===== config.mk =====
export PLATFORM = sky130hd
export DESIGN_NAME = pc_fetch_ctrl
export DESIGN_NICKNAME = d
export VERILOG_FILES = /design/src/rtl/pc_fetch_ctrl.sv
export SDC_FILE = /design/constraint.sdc
export NUM_CORES = 1
export LEC_CHECK = 0
export CAP_MARGIN = 0
export CORE_AREA = 2 2 124 126
export DETAILED_ROUTE_END_ITERATION = 6
export DIE_AREA = 0 0 126 128
export PLACE_DENSITY_LB_ADDON = 0.25
export SLEW_MARGIN = 10
export SYNTH_ARGS = -nofsm -noshare
export SYNTH_HDL_FRONTEND = slang
export SYNTH_SLANG_ARGS = --single-unit

===== constraint.sdc =====
create_clock -name clk_i -period 3.04 [get_ports clk_i]
set_input_delay 0.304 -clock clk_i [delete_from_list [all_inputs] [get_ports clk_i]]
set_output_delay 0.304 -clock clk_i [all_outputs]
set_load 0.05 [all_outputs]

===== src/rtl/pc_fetch_ctrl.sv =====
// rtl/pc_fetch_ctrl.sv - PC fetch sequencer: imem req/ack, valid/ready instruction hold, redirect and fault trap
module pc_fetch_ctrl #(
  parameter logic [31:0] PC_RESET = 32'h0000_0000,
  parameter int          MAX_WAIT = 15
) (
  input  logic        clk_i,
  input  logic        rst_i,
  output logic        imem_req_o,
  output logic [31:0] imem_addr_o,
  input  logic        imem_ack_i,
  input  logic [31:0] imem_data_i,
  output logic        instr_valid_o,
  output logic [31:0] instr_o,
  output logic [31:0] pc_plus4_o,
  input  logic        instr_ready_i,
  input  logic        redir_valid_i,
  input  logic [1:0]  redir_sel_i,
  input  logic [31:0] branch_offset_i,
  input  logic [25:0] jump_target_i,
  input  logic [31:0] jr_addr_i,
  output logic        fault_o,
  output logic [1:0]  fault_code_o
);

  typedef enum logic [1:0] {
    S_REQ   = 2'd0,
    S_HOLD  = 2'd1,
    S_FAULT = 2'd2
  } state_t;

  localparam logic [7:0] WAIT_LAST = 8'(MAX_WAIT - 1);

  state_t      state;
  logic [31:0] pc;
  logic [7:0]  wait_cnt;
  logic [31:0] next_pc;
  logic        jr_misaligned;

  // Redirect target is formed from the held instruction's PC+4, not the live PC.
  always_comb begin
    next_pc       = pc_plus4_o;
    jr_misaligned = 1'b0;
    if (redir_valid_i) begin
      case (redir_sel_i)
        2'b00: next_pc = pc_plus4_o + (branch_offset_i << 2);
        2'b01: next_pc = {pc_plus4_o[31:28], jump_target_i, 2'b00};
        2'b10: begin
          next_pc       = jr_addr_i;
          jr_misaligned = (jr_addr_i[1:0] != 2'b00);
        end
        default: next_pc = pc_plus4_o;
      endcase
    end
  end

  always_ff @(posedge clk_i) begin
    if (!rst_i) begin
      state        <= S_REQ;
      pc           <= PC_RESET;
      instr_o      <= 32'h0;
      pc_plus4_o   <= 32'h0;
      wait_cnt     <= 8'h0;
      fault_o      <= 1'b0;
      fault_code_o <= 2'b00;
    end else begin
      case (state)
        S_REQ: begin
          if (imem_ack_i) begin
            instr_o    <= imem_data_i;
            pc_plus4_o <= pc + 32'd4;
            wait_cnt   <= 8'h0;
            state      <= S_HOLD;
          end else if (wait_cnt == WAIT_LAST) begin
            fault_o      <= 1'b1;
            fault_code_o <= 2'b10;
            state        <= S_FAULT;
          end else begin
            wait_cnt <= wait_cnt + 8'd1;
          end
        end
        S_HOLD: begin
          if (instr_ready_i) begin
            if (jr_misaligned) begin
              fault_o      <= 1'b1;
              fault_code_o <= 2'b01;
              state        <= S_FAULT;
            end else begin
              pc    <= next_pc;
              state <= S_REQ;
            end
          end
        end
        default: state <= S_FAULT;
      endcase
    end
  end

  assign imem_req_o    = (state == S_REQ);
  assign instr_valid_o = (state == S_HOLD);
  assign imem_addr_o   = pc;

endmodule


==> qor.yml, run 1 <==
end_kind: "flip-flop"
seq_area_frac_synth_pct: 31.8
multi_input_area_sq_mm: 0.00441
path_clk_slew_ns: 0.07
peakVddDrop_mv: 0.375
ys_warn_count: 0
synth.top_cell.area_share_pct: 31.8
synth-edff-count: 0
slew_violations: 0
max_freq_mhz: 369
worstReg2RegStart: "pc_plus4_o[2]"
num_antenna_cells: 0
n_fill_cell: 1324
via_per_inst: 5.76
wl_mm: 23.7
timing.final.ws_setup_ns: 0.330
vias: 7601
reg2reg_slack_ns: 0.33
cp_cell_sequence: "ha_1 -> inv_1 -> fa_1 -> nor2b_4 -> o21ba_1 -> o31a_1 -> a21o_1 -> o31a_1 -> a311oi_2 -> xor2_1 -> o22ai_1"
whs_endpoint: "instr_o[11]"
cts_root_buffer: "clkbuf_16"
total_power_uw: 4450
port_buffers: 227
syn_inst: 918
synth.top_cells.by_count: "131 x nand2_1, 109 x dfxtp_1, 104 x a21oi_1"
numCtsBuffers: 9
cp.arrival_ns: 2.92
final_area_sq_mm: 0.00964
die_w_microns: 126
gp_congestion: 0.927
grt.overflow.total: 0
r2r_end: "imem_addr_o[30]"
cp_slowest_cell: "dfxtp_1"
tightest_slew_ns: 0.681
dp_hpwl_mm: 18.0
finalCritPeriodShare_pct: 89.1
crit_path_frequent_cell: "o31a_1"
htreeDepth: 3
grt_max_degree: 60
wire_per_inst_microns: 18.0
critPathMaxStageDelay_ns: 0.36
power_density_mw_per_mm2: 461
fin_setup_tns_ns: 0
r2r_cells: 11
hold_ws_ns: 0.452
nNetsFinal: 1288
cts_num_sinks: 109
critPathLaunch: "pc_plus4_o[2]"
cts_tree: "yes"
syn_nets: 1080
hold_path_class: "reg -> reg"
num_rows: 45
period_needed_ns: 2.71
rsz0062_at_grt: "no"
ys_seq_elements: 109
drv_cap: 0
outcome: "complete, no violations"
ant_nets: 0
die_h_microns: 128
yosysMostFrequentCell: "nand2_1"
drive_above_1_share_pct: 5.04
seq_area_sq_mm: 0.00218
cts_resized: 0
dp_slack_ns: 0.0230
worstSetupPathType: "reg -> reg"
firstDrtPassIters: 5
hold_start: "instr_o[11]"
drt_iter0_drc: 736
critical-path-top-delay-family: "compound AO/OA/AOI/OAI gates"
core_area_sq_mm: 0.0149
crit_fanout: 4
place_area_sq_mm: 0.00934
syn-cell-area_sq_mm: 0.00687
yosysUniqueCellTypes: 71
leakagePower_uw: 0.00352
ys.flop_type: "dfxtp_1"
track_usage_pct: 28.8
initial_core_util_pct: 46.2
clock_skew_ns: 0.00638
io_pins: 230
syn_avg_cell_area_sq_um: 7.48
async_flop_share_pct: 0
first_global_vias: 7074
ctsHoldBuffers: 0
startpoint_type: "flip-flop"
finalSetupViolCount: 0
area_growth_pct: 40.4
hold_viol: 0
cts_setup_buffers: 0
antenna_found_initial: 0
grt_first_pass_wirelength_mm: 37.5
slew_headroom_pct: 54.1
yosysTopAreaCell: "dfxtp_1"
clock_latency_ns: 0.34
cts.path.max_buffers: 2
worst-path-buf-inv: 1
ys_top_cells_by_area: "dfxtp_1 32%, a21oi_1 7.6%, nand2_1 7.2%"
critical_path_required_ns: 3.25
drc: 0
hold_depth: 2
die_area_sq_mm: 0.0161
how the worst max path moves through the flow:
stage                       to  depth (start not counted)
3_3_place_gp   imem_addr_o[30]                         12
2_1_floorplan  imem_addr_o[30]                          9
5_1_grt        imem_addr_o[24]                         11
4_1_cts        imem_addr_o[30]                         11
6_report       imem_addr_o[30]                         11
3_5_place_dp   imem_addr_o[30]                         12
cell families (layout without fill, tap and decap cells):
family,Yosys count,in the layout,synth area share [%]
adders and majority gates,33,33,6.12
and+or+nand+nor,356,356,23.9
AOI/OAI and AO/OA,299,299,27.5
buffers and inverters,70,283,4.06
muxes,5,5,0.747
xor gates and xnor gates,46,46,5.87
DFF,109,109,31.8
metrics by stage:
stage | util [%] | instances
2_1_floorplan | - | 918
6_report | 64.9 | 1319
5_1_grt | 64.9 | 1319
4_1_cts | 64.9 | 1319
3_5_place_dp | 62.8 | 1303
3_3_place_gp | 62.8 | 1303
sequential cells by signal (all words and copies together), names as in the netlist:
register and count:
imem_addr_o 32, instr_o 32, pc_plus4_o 32, wait_cnt 8
fault_code_o 2, state 2, fault_o 1
cells in the final DEF, fill, tap and decap left out, drive strengths merged, types with 5 or more instances in the layout:
cell / instances
a21oi: 104
and3: 9
dfxtp: 109
a211oi: 23
o211ai: 12
nand3: 38
ha: 32
nand2b: 9
nor4: 5
nor3: 24
o31ai: 5
clkdlybuf4s50: 227
buf: 23
a21o: 13
nor2b: 12
a31oi: 8
clkbuf: 13
o21ai: 64
or3: 7
xnor2: 21
nor2: 90
inv: 17
nand4: 11
a311oi: 8
nand2: 131
xor2: 25
o22ai: 15
o21a: 6
and2: 5
worst register-to-register path, delay by kind of cell (launching register included):
family | cells | cell delay [ns]
AND/OR/NAND/NOR | 1 | 0.06
flip-flops | 1 | 0.36
buffers and inverters | 1 | 0.07
adder cells (fa/ha/maj) | 2 | 0.48
XOR/XNOR | 1 | 0.19
AO/OA/AOI/OAI | 6 | 1.42
layer usage:
layer,up-vias,track usage [%],share of wire (%)
li1,3734,-,-
met1,3507,40.0,45
met2,330,44.9,44
met3,30,7.35,9.2
met4,0,7.50,1.7
met5,-,0,0
area by class of cell:
class / count / area share, %
clock buffer: 13 / 2.70
clock inverter: 3 / 0.454
inverter: 17 / 0.662
multi-input combinational: 739 / 45.7
sequential: 109 / 22.6
tap: 188 / 2.44
timing repair buffer: 250 / 25.4
where the power goes:
group	total [uW]	switching, uW	internal, uW
combinational	1600	967	628
sequential	1660	128	1530
clock	1190	509	685
Power figures use the tool's default switching activity.
==> inputs of run 2 (changes only) <==
--- a/config.mk
+++ b/config.mk
@@ -9,7 +9,7 @@
 export CORE_AREA = 2 2 124 126
 export DETAILED_ROUTE_END_ITERATION = 6
 export DIE_AREA = 0 0 126 128
-export PLACE_DENSITY_LB_ADDON = 0.25
+export PLACE_DENSITY = 0.84
 export SLEW_MARGIN = 10
 export SYNTH_ARGS = -nofsm -noshare
 export SYNTH_HDL_FRONTEND = slang
==> qor.yml, run 2 (synthesized netlist as in run 1, its figures left out) <==
gp_congestion: 1.00  # +7.9%
cts_resized: 0  # unchanged
cts_tree: "yes"
rsz0062_at_grt: "no"
clock_skew_ns: 0.00663  # +0.000246 ns
r2r_cells: 9  # -2
ctsHoldBuffers: 0  # unchanged
io_pins: 230  # unchanged
clock_latency_ns: 0.35  # about the same
numCtsBuffers: 9  # unchanged
hold_start: "wait_cnt[3]"
wl_met1_mm: 9.78  # -7.6%
worstSetupPathType: "reg -> reg"
hold_ws_ns: 0.454  # +0.00253 ns
timing.final.ws_setup_ns: 0.317  # -0.0127 ns
core_area_sq_mm: 0.0149  # unchanged
cp_cell_sequence: "ha_1 -> a21o_1 -> a31o_2 -> o2111ai_1 -> a31oi_1 -> nor3_2 -> o311ai_1 -> xnor2_1 -> o22ai_1"
cts.path.max_buffers: 2  # unchanged
die_w_microns: 126  # unchanged
worst-path-stages: 9  # -2
top_layer_used: "met4"
hold_path_class: "reg -> reg"
worst-path-buf-inv: 0  # -1
critical-path-top-delay-family: "compound AO/OA/AOI/OAI gates"
htreeDepth: 3  # unchanged
hold_viol: 0  # unchanged
wl_mm: 24.7  # +4.4%
track_usage_pct: 29.7  # +0.84 points
num_rows: 45  # unchanged
finalSetupViolCount: 0  # unchanged
layout_common_cells: "227 x clkdlybuf4s50_1, 131 x nand2_1, 109 x dfxtp_1, 104 x a21oi_1, 89 x nor2_1"
cts_root_buffer: "clkbuf_16"
startpoint_type: "flip-flop"
whs_endpoint: "wait_cnt[3]"
worstReg2RegStart: "pc_plus4_o[6]"
via_per_inst: 5.93  # +3.0%
die_area_sq_mm: 0.0161  # unchanged
final_area_sq_mm: 0.00977  # +1.3%
drt_iter0_drc: 602  # -18%
period_needed_ns: 2.72  # +0.0127 ns
leakagePower_uw: 0.00359  # +2.0%
ant_nets: 0  # unchanged
total_power_uw: 4730  # +6.5%
wire_per_inst_microns: 18.7  # +3.8%
vias: 7868  # +3.5%
peakVddDrop_mv: 0.289  # -23%
outcome: "complete, no violations"
final_common_cell: "clkdlybuf4s50_1"
cts_num_sinks: 109  # unchanged
antenna_found_initial: 1  # +1
first_global_vias: 7249  # +2.5%
slew_violations: 0  # unchanged
end_kind: "flip-flop"
critical_path_required_ns: 3.27  # +0.02 ns
firstDrtPassIters: 5  # unchanged
initial_core_util_pct: 46.2  # unchanged
grt.overflow.total: 0  # unchanged
power_density_mw_per_mm2: 485  # +5.1%
met2WireLength_mm: 12.0  # +14%
dp_hpwl_mm: 18.9  # +5.0%
grt_first_pass_wirelength_mm: 38.3  # +2.1%
place_area_sq_mm: 0.00939  # +0.62%
tightest_slew_ns: 0.581  # -0.100 ns
die_h_microns: 128  # unchanged
drive_above_1_share_pct: 5.72  # +0.68 points
slew_headroom_pct: 61.2  # +7.2 points
critPathMaxStageDelay_ns: 0.46  # +0.10 ns
grt_max_degree: 51  # -15%
crit_fanout: 4  # unchanged
fin_setup_tns_ns: 0  # unchanged
cts_setup_buffers: 0  # unchanged
drv_cap: 0  # unchanged
dp_slack_ns: 0.0439  # +0.0209 ns
reg2reg_slack_ns: 0.32  # about the same
cp.arrival_ns: 2.96  # +0.04 ns
port_buffers: 227  # unchanged
path_clk_slew_ns: 0.07  # about the same
hold_depth: 1  # -1
wl_met3_mm: 1.67  # -24%
area_growth_pct: 42.2
r2r_end: "imem_addr_o[29]"
max_freq_mhz: 367  # -0.47%
finalCritPeriodShare_pct: 89.6  # +0.42 points
drc: 0  # unchanged
nNetsFinal: 1294  # +0.47%
cp_slowest_cell: "dfxtp_1"
## run 2: layout make-up
cell class              instances  area (sq um)
well taps                     188           235
clock inverters                 6           134
clock buffers                  10           239
repair buffers                256          2500
fillers                      1326          5090
multi-input cells             739          4410
inverters                      17          63.8
flip-flops and latches        109          2180
diodes                          1          2.50
## run 2: power breakdown
group | switching (uW) | internal (uW) | leakage, uW
registers | 125 | 1530 | 0.000891
logic | 982 | 643 | 0.00252
clock network | 545 | 912 | 0.000183
## run 2: worst max-delay path by stage
stage | start | end
after floorplan | pc_plus4_o[4] | imem_addr_o[30]
after global placement | branch_offset_i[0] | imem_addr_o[28]
after detailed placement | branch_offset_i[0] | imem_addr_o[24]
after CTS | pc_plus4_o[2] | imem_addr_o[24]
after global routing | pc_plus4_o[6] | imem_addr_o[29]
final | pc_plus4_o[6] | imem_addr_o[29]
## run 2: stage by stage
stage,std cells,utilization (%)
after floorplan,918,-
after global placement,1309,63.2
after detailed placement,1309,63.2
after CTS,1325,65.7
after global routing,1326,65.7
final,1326,65.7
## run 2: per-layer routing
| metal | vias to the layer above | global-route usage [%] |
|---|---|---|
| li1 | 3756 | - |
| met1 | 3669 | 36.0 |
| met2 | 360 | 50.4 |
| met3 | 83 | 6.01 |
| met4 | 0 | 14.4 |
| met5 | - | 0 |
==> inputs of run 3 (changes only) <==
--- a/config.mk
+++ b/config.mk
@@ -6,10 +6,10 @@
 export NUM_CORES = 1
 export LEC_CHECK = 0
 export CAP_MARGIN = 0
-export CORE_AREA = 2 2 124 126
+export CORE_AREA = 2 2 135 137
 export DETAILED_ROUTE_END_ITERATION = 6
-export DIE_AREA = 0 0 126 128
-export PLACE_DENSITY = 0.84
+export DIE_AREA = 0 0 137 139
+export PLACE_DENSITY = 0.73
 export SLEW_MARGIN = 10
 export SYNTH_ARGS = -nofsm -noshare
 export SYNTH_HDL_FRONTEND = slang
==> qor.yml, run 3 (synthesized netlist as in run 1, its figures left out) <==
via_per_inst: 5.57  # -6.1%
area_growth_pct: 43.0
wl_mm: 24.4  # -1.5%
r2r_end: "imem_addr_o[24]"
ctsHoldBuffers: 0  # unchanged
startpoint_type: "flip-flop"
cts_root_buffer: "clkbuf_16"
end_kind: "flip-flop"
drive_above_1_share_pct: 5.88  # +0.17 points
die_h_microns: 139  # +8.6%
numCtsBuffers: 9  # unchanged
cts_resized: 0  # unchanged
finalSetupViolCount: 0  # unchanged
nNetsFinal: 1296  # +0.15%
outcome: "complete, no violations"
port_buffers: 227  # unchanged
n_fill_cell: 1670  # +26%
layout_common_cells: "227 x clkdlybuf4s50_1, 131 x nand2_1, 109 x dfxtp_1, 104 x a21oi_1, 89 x nor2_1"
num_antenna_cells: 0  # -1
grt_max_degree: 60  # +18%
slew_headroom_pct: 57.9  # -3.3 points
finalCritPeriodShare_pct: 88.2  # -1.3 points
vias: 7625  # -3.1%
final_util_pct: 55.6  # -10 points
hold_viol: 0  # unchanged
clock_skew_ns: 0.00463  # -0.00200 ns
rsz0062_at_grt: "no"
max_freq_mhz: 373  # +1.5%
r2r_cells: 11  # +2
drt_iter0_drc: 468  # -22%
tightest_slew_ns: 0.630  # +0.0483 ns
die_w_microns: 137  # +8.7%
num_rows: 49  # +8.9%
cts.path.max_buffers: 2  # unchanged
crit_fanout: 4  # unchanged
ant_nets: 0  # unchanged
whs_endpoint: "wait_cnt[3]"
drv_cap: 0  # unchanged
core_area_sq_mm: 0.0177  # +19%
antenna_found_initial: 0  # -1
initial_core_util_pct: 38.9  # -7.3 points
grt.overflow.total: 0  # unchanged
clock_latency_ns: 0.35  # about the same
dp_hpwl_mm: 18.7  # -0.91%
peakVddDrop_mv: 0.430  # +49%
path_clk_slew_ns: 0.07  # about the same
die_area_sq_mm: 0.0190  # +18%
worstReg2RegStart: "pc_plus4_o[2]"
hold_path_class: "reg -> reg"
total_power_uw: 4590  # -3.1%
reg2reg_slack_ns: 0.36  # +0.04 ns
leakagePower_uw: 0.00359  # about the same
hold_depth: 1  # unchanged
io_pins: 230  # unchanged
wire_per_inst_microns: 17.8  # -4.5%
grt_first_pass_wirelength_mm: 37.3  # -2.5%
track_usage_pct: 24.9  # -4.7 points
cts_tree: "yes"
fin_setup_tns_ns: 0  # unchanged
worstSetupPathType: "reg -> reg"
multi_input_area_sq_mm: 0.00441  # unchanged
cts_setup_buffers: 0  # unchanged
firstDrtPassIters: 5  # unchanged
seq_area_sq_mm: 0.00218  # unchanged
hold_start: "wait_cnt[3]"
slew_violations: 0  # unchanged
drc: 0  # unchanged
final_common_cell: "clkdlybuf4s50_1"
cts_num_sinks: 109  # unchanged
critical_path_required_ns: 3.29  # +0.02 ns
htreeDepth: 3  # unchanged
first_global_vias: 6946  # -4.2%
gp_congestion: 0.981  # -2.0%
period_needed_ns: 2.68  # -0.0409 ns
cp.arrival_ns: 2.93  # -0.03 ns
power_density_mw_per_mm2: 467  # -3.6%
==> run 3: cell types whose count changed in the layout (fill, tap and decap cells not counted), sizes merged <==
cell	change
clkinvlp	+1
clkinv	-1
bufinv	-2
buf	+2
inv	+1
diode	-1
clkbuf	+1
==> run 3: how the worst max path moves through the flow <==
stage / start / endpoint / slack (ns)
after floorplan: pc_plus4_o[4] / imem_addr_o[30] / 0.37
after global placement: branch_offset_i[0] / imem_addr_o[30] / 0.08
after detailed placement: branch_offset_i[0] / imem_addr_o[24] / 0.07
after CTS: pc_plus4_o[2] / imem_addr_o[24] / 0.39
after global routing: pc_plus4_o[6] / imem_addr_o[9] / 0.20
final: pc_plus4_o[2] / imem_addr_o[24] / 0.36
==> run 3: area by class of cell <==
| cell class | instances | area share, % |
|---|---|---|
| clock buffers | 11 | 2.57 |
| clock inverters | 5 | 0.828 |
| inverters | 17 | 0.650 |
| multi-input cells | 739 | 44.9 |
| flip-flops and latches | 109 | 22.2 |
| well taps | 229 | 2.92 |
| repair buffers | 258 | 25.9 |
==> run 3: metal layers <==
metal	GRT usage [%]	share of wire (%)	up-vias
met5	0	0	-
met4	7.16	2.0	0
met3	6.87	11	33
met2	38.3	45	371
met1	34.1	42	3474
li1	-	-	3747
==> run 3: metrics by stage <==
step / setup WS (ns) / std cells / hold WS, ns / instance area [sq um]
after floorplan: 0.373 / 918 / 0.415 / 6870
after global placement: 0.0782 / 1352 / 0.431 / 9490
after detailed placement: 0.0657 / 1352 / 0.436 / 9490
after CTS: 0.386 / 1368 / 0.452 / 9820
after global routing: 0.203 / 1368 / 0.467 / 9820
final: 0.358 / 1368 / 0.448 / 9820
==> run 3: critical path, stage by stage, from the launching register on <==
cell,delay [ns]
dfxtp_1,0.36
ha_1,0.23
inv_1,0.07
fa_1,0.24
nor2b_4,0.06
o21ba_1,0.18
o31a_1,0.34
o31ai_2,0.38
o21ai_2,0.15
a311oi_2,0.28
xor2_1,0.20
o22ai_1,0.08
==> run 3: where the power goes <==
| group | switching, uW | internal, uW |
|---|---|---|
| clock | 549 | 769 |
| sequential | 118 | 1530 |
| combinational | 979 | 644 |
| total | 1650 | 2940 |
